### config.mk
export PLATFORM = sky130hd
export DESIGN_NAME = pipe_skid32_flat
export DESIGN_NICKNAME = d
export VERILOG_FILES = /design/src/rtl/pipe_skid32_if.sv /design/src/rtl/pipe_skid32.sv /design/src/flat_wrapper.sv
export SDC_FILE = /design/constraint.sdc
export NUM_CORES = 1
export LEC_CHECK = 0
export ABC_AREA = 1
export BUFFER_PORTS_ARGS = -buffer_cell sky130_fd_sc_hd__buf_2
export CORE_MARGIN = 4
export CORE_UTILIZATION = 58
export DETAILED_ROUTE_END_ITERATION = 16
export GPL_TIMING_DRIVEN = 0
export MAX_ROUTING_LAYER = met4
export PLACE_DENSITY = 0.85
export SLEW_MARGIN = 20
export SYNTH_ARGS = -nofsm -noshare
export SYNTH_HDL_FRONTEND = slang
export SYNTH_SLANG_ARGS = --single-unit
### constraint.sdc
create_clock -name clk -period 3.8 [get_ports clk]
set_input_delay 0.19 -clock clk [delete_from_list [all_inputs] [get_ports clk]]
set_output_delay 0.19 -clock clk [all_outputs]
set_load 0.005 [all_outputs]
### src/rtl/pipe_skid32_if.sv
// Valid/ready handshake bundle for pipe_skid32: producer side (in_*) and consumer side (out_*).
interface pipe_skid32_if #(
  parameter int unsigned WIDTH = 32
);
  logic             in_valid;
  logic [WIDTH-1:0] in_data;
  logic             in_ready;
  logic             out_valid;
  logic [WIDTH-1:0] out_data;
  logic             out_ready;

  // The skid block itself: sinks the producer stream, sources the consumer stream.
  modport slave (
    input  in_valid, in_data, out_ready,
    output in_ready, out_valid, out_data
  );

  // Environment side: drives the producer stream and the consumer's ready.
  modport master (
    output in_valid, in_data, out_ready,
    input  in_ready, out_valid, out_data
  );
endinterface

### src/rtl/pipe_skid32.sv
// Two-entry skid-buffered pipeline latch with a registered in_ready; supplies a stage's payload.
module pipe_skid32 #(
  parameter int unsigned WIDTH = 32
) (
  input  logic               clk,
  input  logic               r,
  input  logic               flush,
  pipe_skid32_if.slave       bus
);

  // Encoding is {main_v, skid_v}; 2'b01 is unreachable.
  typedef enum logic [1:0] {
    EMPTY = 2'b00,
    HALF  = 2'b10,
    FULL  = 2'b11
  } state_t;

  state_t           state_q, state_d;
  logic [WIDTH-1:0] main_q, skid_q;
  logic             main_v, skid_v;
  logic             accept, take;
  logic             main_en, main_from_skid, skid_en;

  assign main_v = state_q[1];
  assign skid_v = state_q[0];

  assign bus.out_valid = main_v;
  assign bus.out_data  = main_q;
  assign bus.in_ready  = ~skid_v;

  assign accept = bus.in_valid & ~skid_v;
  assign take   = main_v & bus.out_ready;

  always_ff @(posedge clk or negedge r) begin
    if (!r) state_q <= EMPTY;
    else    state_q <= state_d;
  end

  always_comb begin
    state_d        = state_q;
    main_en        = 1'b0;
    main_from_skid = 1'b0;
    skid_en        = 1'b0;
    case (state_q)
      EMPTY: begin
        if (accept) begin
          main_en = 1'b1;
          state_d = HALF;
        end
      end
      HALF: begin
        if (accept && take) begin
          main_en = 1'b1;
        end else if (accept) begin
          skid_en = 1'b1;
          state_d = FULL;
        end else if (take) begin
          state_d = EMPTY;
        end
      end
      FULL: begin
        if (take) begin
          main_en        = 1'b1;
          main_from_skid = 1'b1;
          state_d        = HALF;
        end
      end
      default: state_d = EMPTY;
    endcase
    // Flush overrides everything: no loads, both entries invalidated.
    if (flush) begin
      state_d = EMPTY;
      main_en = 1'b0;
      skid_en = 1'b0;
    end
  end

  always_ff @(posedge clk or negedge r) begin
    if (!r) begin
      main_q <= '0;
      skid_q <= '0;
    end else begin
      if (main_en) main_q <= main_from_skid ? skid_q : bus.in_data;
      if (skid_en) skid_q <= bus.in_data;
    end
  end

endmodule

### src/flat_wrapper.sv
// flat-port wrapper written by rule: the top's interface ports become plain ports
module pipe_skid32_flat 
#(
  parameter int unsigned WIDTH = 32
)
  (clk, r, flush, bus_in_valid, bus_in_data, bus_out_ready, bus_in_ready, bus_out_valid, bus_out_data);
  pipe_skid32_if #(.WIDTH(WIDTH)) bus_i ();
  input  logic clk;
  input  logic r;
  input  logic flush;
  input wire logic [$bits(bus_i.in_valid)-1:0] bus_in_valid;
  input wire logic [$bits(bus_i.in_data)-1:0] bus_in_data;
  input wire logic [$bits(bus_i.out_ready)-1:0] bus_out_ready;
  output wire logic [$bits(bus_i.in_ready)-1:0] bus_in_ready;
  output wire logic [$bits(bus_i.out_valid)-1:0] bus_out_valid;
  output wire logic [$bits(bus_i.out_data)-1:0] bus_out_data;
  assign bus_i.in_valid = bus_in_valid;
  assign bus_i.in_data = bus_in_data;
  assign bus_i.out_ready = bus_out_ready;
  assign bus_in_ready = bus_i.in_ready;
  assign bus_out_valid = bus_i.out_valid;
  assign bus_out_data = bus_i.out_data;
  pipe_skid32 #(.WIDTH(WIDTH)) u_core (.clk(clk), .r(r), .flush(flush), .bus(bus_i));
endmodule
After elaboration in Yosys (flattened, before gate mapping)
Cells that the tools add are included.

cells by class
  equal/unequal tests = 6
  mux-type cells = 17
  bitwise logic cells = 3
  reduce and logical (&&, ||, !) cells = 3

operators with widths
  kind                                                    number
  2-to-1 mux 32 bit                                       1
  2-to-1 mux 2 bit                                        6
  2-to-1 mux 1 bit                                        8
  inequality test 3 x 2 -> 1 bit (second input constant)  2
  case mux 2 bit (3 select lines)                         1
  equality test 2 bit (second input constant)             2
  inequality test 4 x 2 -> 1 bit (second input constant)  1
  AND reduction 4 bit                                     1
  inequality test 3 bit (second input constant)           1
  case mux 1 bit (3 select lines)                         1
  bitwise AND 1 bit                                       2
  zero test 2 bit                                         1
  logical AND 1 bit                                       1
  inverter 1 bit                                          1

storage, ports and cells
  register bits after elaboration = 66
  input port bits = 37
  output and inout port bits = 34

Logic depth before layout (Yosys ltp)
Gate-level depths: netlist (run 1).

  word-level depth = 6
  gate-level depth with buffers = 10
  depth with buffers taken out = 9

Least setup slack after synthesis (run 1)
No wires, ideal clock.

  kind = flip-flop to flip-flop
  start point = reg u_core.state_q[1]
  end point = reg u_core.main_q[0], in the netlist u_core.bus.out_data[0]
  library setup time = 0.117 ns
  arrival time = 1.395 ns
  setup slack = 2.288 ns
  stages on the path, launching flop included = 10
  path buffers = 1
  path through = dfrtp_1 -> ha_1 -> nand3_2 -> nand2_1 -> inv_2 -> nand2_2 -> nand2_2 -> buf_2 -> nand2_1 -> nand2_1

between the ends
  longest elaborated chain between the ends = 5

ends and longest elaborated chain
  element                          line               source
  start: declaration               pipe_skid32.sv:18  state_t state_q, state_d;
  start signal: assignment         pipe_skid32.sv:36  else state_q <= state_d;
  bitwise AND 1 bit                pipe_skid32.sv:32  assign take = main_v & bus.out_ready;
  logical AND 1 bit                pipe_skid32.sv:52  if (accept && take) begin
  2-to-1 mux 1 bit                 pipe_skid32.sv:52
  case mux 1 bit (3 select lines)  pipe_skid32.sv:44  case (state_q)
  2-to-1 mux 1 bit                 pipe_skid32.sv:71  if (flush) begin
  end signal: assignment           pipe_skid32.sv:83  if (main_en) main_q <= main_from_skid ? skid_q : bus.in_data;
  end: declaration                 pipe_skid32.sv:19  logic [WIDTH-1:0] main_q, skid_q;

Several ways; a longest one is shown, not always the timed one.
A chain may end at the register's enable or synchronous reset.

Worst setup path in the final report (run 1)
  start point = reg u_core.state_q[1]
  end point = reg u_core.main_q[22], in the netlist u_core.bus.out_data[22]

Same word-level chain as after synthesis.

==> impl_metrics.env, run 1 <==
export IMPL_status="finished clean"
export IMPL_drv_cap=0
export IMPL_hold_viol=0
export IMPL_die_h_um=81.6
export IMPL_hold_path_class="in2reg"
export IMPL_slowest_delay_ns=0.50
export IMPL_drt_pre_antenna_iters=5
export IMPL_seq_power_share_pct=47.3
export IMPL_yosysSeqAreaShare_pct=52.6
export IMPL_synth_compound_area_share_pct=6.85
export IMPL_synth_nets=450
export IMPL_grt_pass1_wl_mm=11.8
export IMPL_synthCells=409
export IMPL_p_leak_nw=2.21
export IMPL_dpl_cell_area_mm2=0.00360
export IMPL_period_minus_slack_ns=1.95
export IMPL_cp_max_fo=10
export IMPL_grt_setup_unrepaired="no"
export IMPL_dp_hpwl_mm=5.07
export IMPL_ios=71
export IMPL_finalSetupViolations=0
export IMPL_drt_total_wl_mm=7.17
export IMPL_slew_headroom_pct=68.9
export IMPL_ys_warn_count=0
export IMPL_clkLatencyLatePin_ns=0.34
export IMPL_antenna_found_initial=0
export IMPL_numPortBuffers=70
export IMPL_start_kind="register"
export IMPL_crit_chain="ha_1, nand3_2, nand2_1, inv_2, nand2_2, nand2_2, buf_2, nand2_1, nand2_1"
export IMPL_cts_tree="done"
export IMPL_vias=2855
export IMPL_antenna_cells=0
export IMPL_ant_nets=0
export IMPL_peakVddDrop_v=0.000416
export IMPL_switching_power_w=0.000891
export IMPL_coreArea_mm2=0.00517
export IMPL_gp_congestion=0.844
export IMPL_syn_area_per_cell_um2=7.68
export IMPL_routedWlPerCell_um=12.7
export IMPL_grt_pass1_vias=2677
export IMPL_syn_to_final_growth_pct=20.0
export IMPL_combPwrFrac_pct=32.8
export IMPL_die_w_um=81.6
export IMPL_pwr_share_clk_pct=19.9
export IMPL_drtIter0Drc=300
export IMPL_crit_top_cell="nand2_1"
export IMPL_numCtsBuffers=9
export IMPL_fmax_ghz=0.513
export IMPL_nFillCells=423
export IMPL_cts_repair_resize_count=0
export IMPL_post_cts_buffers=0
export IMPL_slowest_stage="dfrtp_1"
export IMPL_cpLargestDelayFamily="simple AND/OR/NAND/NOR gates"
export IMPL_cts_sinks=66
export IMPL_power_density_mw_per_mm2=663
export IMPL_synth_top_family_by_area="simple AND/OR/NAND/NOR gates"
export IMPL_setup_tns_ns=0
export IMPL_synthAdderAreaFrac_pct=1.59
export IMPL_crit_path_end_kind="register"
export IMPL_routed_via_density=5.05
export IMPL_die_area_mm2=0.00666
export IMPL_drive_gt1_share_pct=22.0
export IMPL_drc=0
export IMPL_arrival_ns=2.18
export IMPL_start_util_pct=60.7
export IMPL_num_nets_final=533
export IMPL_path_buf_inv=2
export IMPL_crit_type="reg2reg"
export IMPL_grt_max_degree=44
export IMPL_slew_violations=0
export IMPL_cts_root_buf="clkbuf_8"
export IMPL_period_share_pct=51.3
export IMPL_final_area_mm2=0.00377
export IMPL_clk_path_buf_depth=2
export IMPL_rows=26
export IMPL_overflow=0
export IMPL_synth_simple_gate_area_share_pct=30.7
export IMPL_fin_worst_skew_ns=0.0101
export IMPL_ff2ff_setup_slack_ns=1.85
export IMPL_intPower_w=0.00161
export IMPL_p_sw_share_pct=35.6
export IMPL_netlist_area_mm2=0.00314
export IMPL_cts_htree_levels=3
export IMPL_grtUsageTotal_pct=24.0
export IMPL_ys_seq_elements=66
export IMPL_hold_ws_ns=0.0855
export IMPL_tightest_slew_ns=0.466
export IMPL_worstPathRequired_ns=4.03
export IMPL_yosysUniqueCellTypes=15
export IMPL_clkTransAtPathRegs_ns=0.07
export IMPL_synth_mux_area_share_pct=0
export IMPL_synth_xor_area_share_pct=0
==> layout make-up <==
cell class	instances	area, um^2	share of cell area (%)
clock buffers	11	141	3.75
plain buffers	23	103	2.72
repair buffers	72	383	10.2
multi-input cells	278	1230	32.6
clock inverters	3	17.5	0.465
inverters	42	158	4.18
well taps	70	87.6	2.32
flip-flops and latches	66	1650	43.8
==> Yosys cell counts, drive strengths merged <==
master / number / area share, %
dfrtp: 66 / 53
buf: 14 / 2.2
nand2: 154 / 19
clkbuf: 9 / 1.1
nor2: 14 / 1.7
nand3: 63 / 10
o21ai: 32 / 5.1
a21oi: 11 / 1.8
ha: 4 / 1.6
inv: 42 / 5.0
==> power by group through the flow <==
stage | sequential [W] | combinational [W] | clock (W)
2_1_floorplan | 0.00119 | 0.000489 | 0
4_1_cts | 0.00118 | 0.000833 | 0.000503
6_report | 0.00118 | 0.000821 | 0.000497
3_5_place_dp | 0.00119 | 0.000827 | 0
5_1_grt | 0.00122 | 0.000955 | 0.000543
3_3_place_gp | 0.00117 | 0.000793 | 0
==> routing by layer <==
metal  GRT usage (%)  share of wire [%]  vias to the layer above
met3            6.47                6.2                       17
met4            7.31                2.0                        0
met1            29.2                 44                     1308
li1                -                  -                     1450
met2            39.4                 48                       80
met5               -                  0                        -
==> repair_timing <==
item | CTS | global route
hold buffers | 1 | 0
endpoints found under the hold margin | 23 | 0
endpoints found under the setup margin | 0 | 0
==> worst register-to-register path: stages (launching register included) <==
cell and delay [ns]:
dfrtp_1 0.50, ha_1 0.34, nand3_2 0.22, nand2_1 0.14, inv_2 0.04, nand2_2 0.14, nand2_2 0.13, buf_2 0.20
nand2_1 0.08, nand2_1 0.05
==> state kept, by name, summed over array words and instances, names as in the netlist <==
register	cells
u_core.bus.out_data	32
u_core.state_q	2
u_core.skid_q	32
==> logic make-up after synthesis <==
group,Yosys count
AO/OA/AOI/OAI,43
adder cells (fa/ha/maj),4
buffers and inverters,65
flip-flops,66
AND/OR/NAND/NOR,231
==> through the flow <==
stage	total power (W)	std cells	util (%)	setup slack (ns)
6_report	0.00250	565	72.9	1.85
5_1_grt	0.00271	565	72.9	1.69
4_1_cts	0.00252	565	72.9	1.86
3_5_place_dp	0.00202	550	69.6	1.90
3_3_place_gp	0.00196	549	69.2	1.95
2_1_floorplan	0.00168	409	-	2.29
==> placed cells by master, fill, tap and decap left out <==
master / Yosys / layout
nand2_1: 151 / 151
buf_2: 13 / 82
dfrtp_1: 66 / 66
nand3_1: 61 / 61
inv_1: 35 / 35
o21ai_1: 23 / 23
nor2_1: 14 / 14
a21oi_1: 11 / 11
clkbuf_1: 9 / 10
clkbuf_8: 0 / 10
o21ai_0: 9 / 9
inv_2: 7 / 7
ha_1: 4 / 4
nand2_2: 3 / 3
nand3_2: 2 / 2
clkinv_2: 0 / 2
buf_1: 1 / 1
clkinvlp_4: 0 / 1
dlygate4sd3_1: 0 / 1
buf_4: 0 / 1
buf_12: 0 / 1
==> worst paths after layout <==
check	from	end	cells after the start
max	u_core.state_q[1]$_DFFE_PN0P_	u_core.bus.out_data[22]$_DFFE_PN0P_	9
min	bus_in_data[18]	u_core.skid_q[18]$_DFFE_PN0P_	3
max reg2reg	u_core.state_q[1]$_DFFE_PN0P_	u_core.bus.out_data[22]$_DFFE_PN0P_	9
min reg2reg	u_core.bus.out_data[27]$_DFFE_PN0P_	u_core.bus.out_data[27]$_DFFE_PN0P_	2
max in group asynchronous	r	u_core.skid_q[21]$_DFFE_PN0P_	3
min in group asynchronous	r	u_core.state_q[0]$_DFFE_PN0P_	2
Power figures use the tool's default switching activity.
==> run 2, diff against run 1 <==
--- a/config.mk
+++ b/config.mk
@@ -5,14 +5,14 @@
 export SDC_FILE = /design/constraint.sdc
 export NUM_CORES = 1
 export LEC_CHECK = 0
-export ABC_AREA = 1
+export ABC_AREA = 0
 export BUFFER_PORTS_ARGS = -buffer_cell sky130_fd_sc_hd__buf_2
 export CORE_MARGIN = 4
-export CORE_UTILIZATION = 58
+export CORE_UTILIZATION = 48
 export DETAILED_ROUTE_END_ITERATION = 16
 export GPL_TIMING_DRIVEN = 0
 export MAX_ROUTING_LAYER = met4
-export PLACE_DENSITY = 0.85
+export PLACE_DENSITY = 0.75
 export SLEW_MARGIN = 20
 export SYNTH_ARGS = -nofsm -noshare
 export SYNTH_HDL_FRONTEND = slang
==> constraint.sdc (replaced) <==
create_clock -name clk -period 1.7 [get_ports clk]
set_input_delay 0.085 -clock clk [delete_from_list [all_inputs] [get_ports clk]]
set_output_delay 0.085 -clock clk [all_outputs]
set_load 0.005 [all_outputs]
==> impl_metrics.env, run 2 <==
export IMPL_synth_ff_type="dfrtp_1"
export IMPL_crit_chain="ha_4, nand3b_1, or2_1, a311o_2, buf_6, mux2_4"
export IMPL_layout_common_cells="buf_2, mux2_2, dfrtp_1"
export IMPL_worstPathRequired_ns=1.92
export IMPL_slew_violations=0
export IMPL_power_w=0.00664
export IMPL_ant_nets=0
export IMPL_timing_final_ws_setup_ns=-0.331
export IMPL_peakVddDrop_v=0.000849
export IMPL_path_buf_inv=1
export IMPL_drc=0
export IMPL_fin_worst_skew_ns=0.00760
export IMPL_reg2reg_depth=6
export IMPL_drv_cap=0
export IMPL_fmax_ghz=0.492
export IMPL_cpLargestDelayFamily="flip-flops"
export IMPL_routedWlPerCell_um=16.7
export IMPL_intPower_w=0.00479
export IMPL_pwr_share_clk_pct=22.4
export IMPL_grt_setup_unrepaired="yes"
export IMPL_seq_power_share_pct=42.1
export IMPL_yosysSeqAreaShare_pct=53.6
export IMPL_hold_viol=0
export IMPL_hold_depth=2
export IMPL_drt_total_wl_mm=6.86
export IMPL_numPortBuffers=70
export IMPL_crit_path_end_kind="register"
export IMPL_numCtsBuffers=9
export IMPL_drtIter0Drc=86
export IMPL_cts_root_buf="clkbuf_8"
export IMPL_drt_pre_antenna_iters=4
export IMPL_synth_nets=237
export IMPL_period_minus_slack_ns=2.03
export IMPL_combPwrFrac_pct=35.5
export IMPL_slew_headroom_pct=71.6
export IMPL_hold_ws_ns=0.0219
export IMPL_synth_compound_area_share_pct=1.99
export IMPL_p_sw_share_pct=27.8
export IMPL_synth_mux_area_share_pct=38.7
export IMPL_layout_commonest_cell="buf_2"
export IMPL_die_area_mm2=0.00777
export IMPL_grtUsageTotal_pct=19.1
export IMPL_die_h_um=88.1
export IMPL_cp_max_fo=10
export IMPL_status="complete, but fails checks"
export IMPL_grt_max_degree=36
export IMPL_pre_cts_ws_ns=-0.354
export IMPL_reg2reg_from="u_core.state_q[1]$_DFFE_PN0P_"
export IMPL_setup_tns_ns=-14.63
export IMPL_ff2ff_setup_slack_ns=-0.33
export IMPL_yosysUniqueCellTypes=23
export IMPL_routed_via_density=5.10
export IMPL_synth_area_leaders="dfrtp_1, mux2_2, mux2_4, ha_1, buf_6"
export IMPL_cts_tree="done"
export IMPL_clkTransAtPathRegs_ns=0.07
export IMPL_ios=71
export IMPL_finalSetupViolations=64
export IMPL_overflow=0
export IMPL_hold_path_class="in2reg"
export IMPL_synth_edf_count=0
export IMPL_crit_type="reg2reg"
export IMPL_switching_power_w=0.00185
export IMPL_synth_top_area_share_pct=53.6
export IMPL_slowest_stage="dfrtp_2"
export IMPL_synth_top_family_by_area="multiplexers"
export IMPL_power_density_mw_per_mm2=1510
export IMPL_gp_congestion=0.782
export IMPL_clk_path_buf_depth=2
export IMPL_p_leak_nw=2.14
export IMPL_drive_gt1_share_pct=66.2
export IMPL_holdPathEnd="u_core.skid_q[9]$_DFFE_PN0P_"
export IMPL_failed_checks="negative setup slack"
export IMPL_syn_to_final_growth_pct=42.5
export IMPL_rr_endpoint="u_core.bus.out_data[11]$_DFFE_PN0P_"
export IMPL_start_kind="register"
export IMPL_ys_seq_elements=66
export IMPL_grt_pass1_wl_mm=10.9
export IMPL_dp_hpwl_mm=4.14
export IMPL_cts_htree_levels=3
export IMPL_antenna_cells=0
export IMPL_grt_pass1_vias=2304
export IMPL_synthAdderAreaFrac_pct=1.62
export IMPL_postSynth_asyncResetShare_pct=100
export IMPL_synth_xor_area_share_pct=0.284
export IMPL_start_util_pct=50.9
export IMPL_slowest_delay_ns=0.47
export IMPL_cts_sinks=66
export IMPL_hold_start="bus_in_data[9]"
export IMPL_arrival_ns=2.25
export IMPL_antenna_found_initial=0
export IMPL_vias=2100
export IMPL_period_share_pct=119
export IMPL_nFillCells=412
export IMPL_synthCells=196
export IMPL_die_w_um=88.1
export IMPL_synth_top_cell_by_area="dfrtp_1"
export IMPL_clkLatencyLatePin_ns=0.34
export IMPL_ys_warn_count=0
export IMPL_tightest_slew_ns=0.427
export IMPL_rows=28
export IMPL_netlist_area_mm2=0.00308
export IMPL_coreArea_mm2=0.00606
export IMPL_syn_area_per_cell_um2=15.7
export IMPL_num_nets_final=373
export IMPL_synth_simple_gate_area_share_pct=1.62
export IMPL_synthTopCellsByCount="dfrtp_1, mux2_2, mux2_4"
[run 2: changes by cell type after synthesis, sizes merged, moves of 2 or more]
cell and delta:
nand2 -152, mux2 +96, nand3 -62, inv -39
o21ai -32, nor2 -13, a21oi -9, buf -7
clkbuf -7, nand3b +2
[run 2: power groups by stage]
stage	Combinational, W	Clock [W]	Sequential [W]
after floorplan	0.00135	0	0.00276
after CTS	0.00227	0.00152	0.00278
after global placement	0.00200	0	0.00277
after global routing	0.00256	0.00159	0.00289
final	0.00236	0.00149	0.00279
after detailed placement	0.00207	0	0.00280
[run 2: area by class of cell]
cell class                 instances  area [um^2]  area share [%]
tap                               75         93.8            2.14
buffer                             8         96.3            2.19
sequential                        66         1650            37.7
inverter                           3         11.3           0.256
clock inverter                     6         90.1            2.05
clock buffer                      10          138            3.13
timing repair buffer             126          900            20.5
multi-input combinational        118         1410            32.1
[run 2: per-stage QoR]
step | instance area, um^2 | utilization (%) | cells
floorplan | 3100 | - | 196
global placement | 3550 | 58.5 | 341
detailed placement | 3570 | 58.9 | 342
CTS | 4290 | 70.8 | 403
global route | 4390 | 72.5 | 412
finish | 4390 | 72.5 | 412
[run 2: per-layer routing]
layer / vias up / wire [um] / global-route usage (%) / part of all wire (%)
met2: 52 / 3440 / 32.2 / 50
met4: 0 / 68 / 5.49 / 0.99
met5: - / 0 / - / 0
met3: 8 / 332 / 5.17 / 4.8
met1: 1055 / 3020 / 22.6 / 44
li1: 985 / - / - / -
[run 2: cell families (layout without fill, tap and decap cells)]
kind of cell / Yosys count / count (layout)
adder cells (fa/ha/maj): 4 / 4
AND/OR/NAND/NOR: 9 / 9
flip-flops: 66 / 66
buffers and inverters: 12 / 153
XOR/XNOR: 1 / 1
AO/OA/AOI/OAI: 8 / 8
multiplexers: 96 / 96
[run 2: worst max path at each step]
stage | from | endpoint | depth (start not counted)
final | u_core.state_q[1]$_DFFE_PN0P_ | u_core.bus.out_data[11]$_DFFE_PN0P_ | 6
after floorplan | u_core.state_q[0]$_DFFE_PN0P_ | u_core.bus.out_data[0]$_DFFE_PN0P_ | 7
after global placement | u_core.state_q[0]$_DFFE_PN0P_ | u_core.bus.out_data[10]$_DFFE_PN0P_ | 7
after detailed placement | u_core.state_q[0]$_DFFE_PN0P_ | u_core.bus.out_data[31]$_DFFE_PN0P_ | 7
after global routing | u_core.state_q[0]$_DFFE_PN0P_ | u_core.bus.out_data[17]$_DFFE_PN0P_ | 7
after CTS | u_core.state_q[0]$_DFFE_PN0P_ | u_core.bus.out_data[17]$_DFFE_PN0P_ | 7
[run 2: worst reg2reg max path: stages, from the launching register on]
cell and delay [ns]:
dfrtp_2 0.47, ha_4 0.16, nand3b_1 0.10, or2_1 0.23
a311o_2 0.45, buf_6 0.20, mux2_4 0.31
[run 2: timing repair]
item,4_1_cts,5_1_grt
hold buffers,32,0
endpoints found under the setup margin,62,65
cloned,2,1
resized for setup,16,13
buffers inserted,11,9
hold endpoints to repair,62,0
pin swaps,1,1
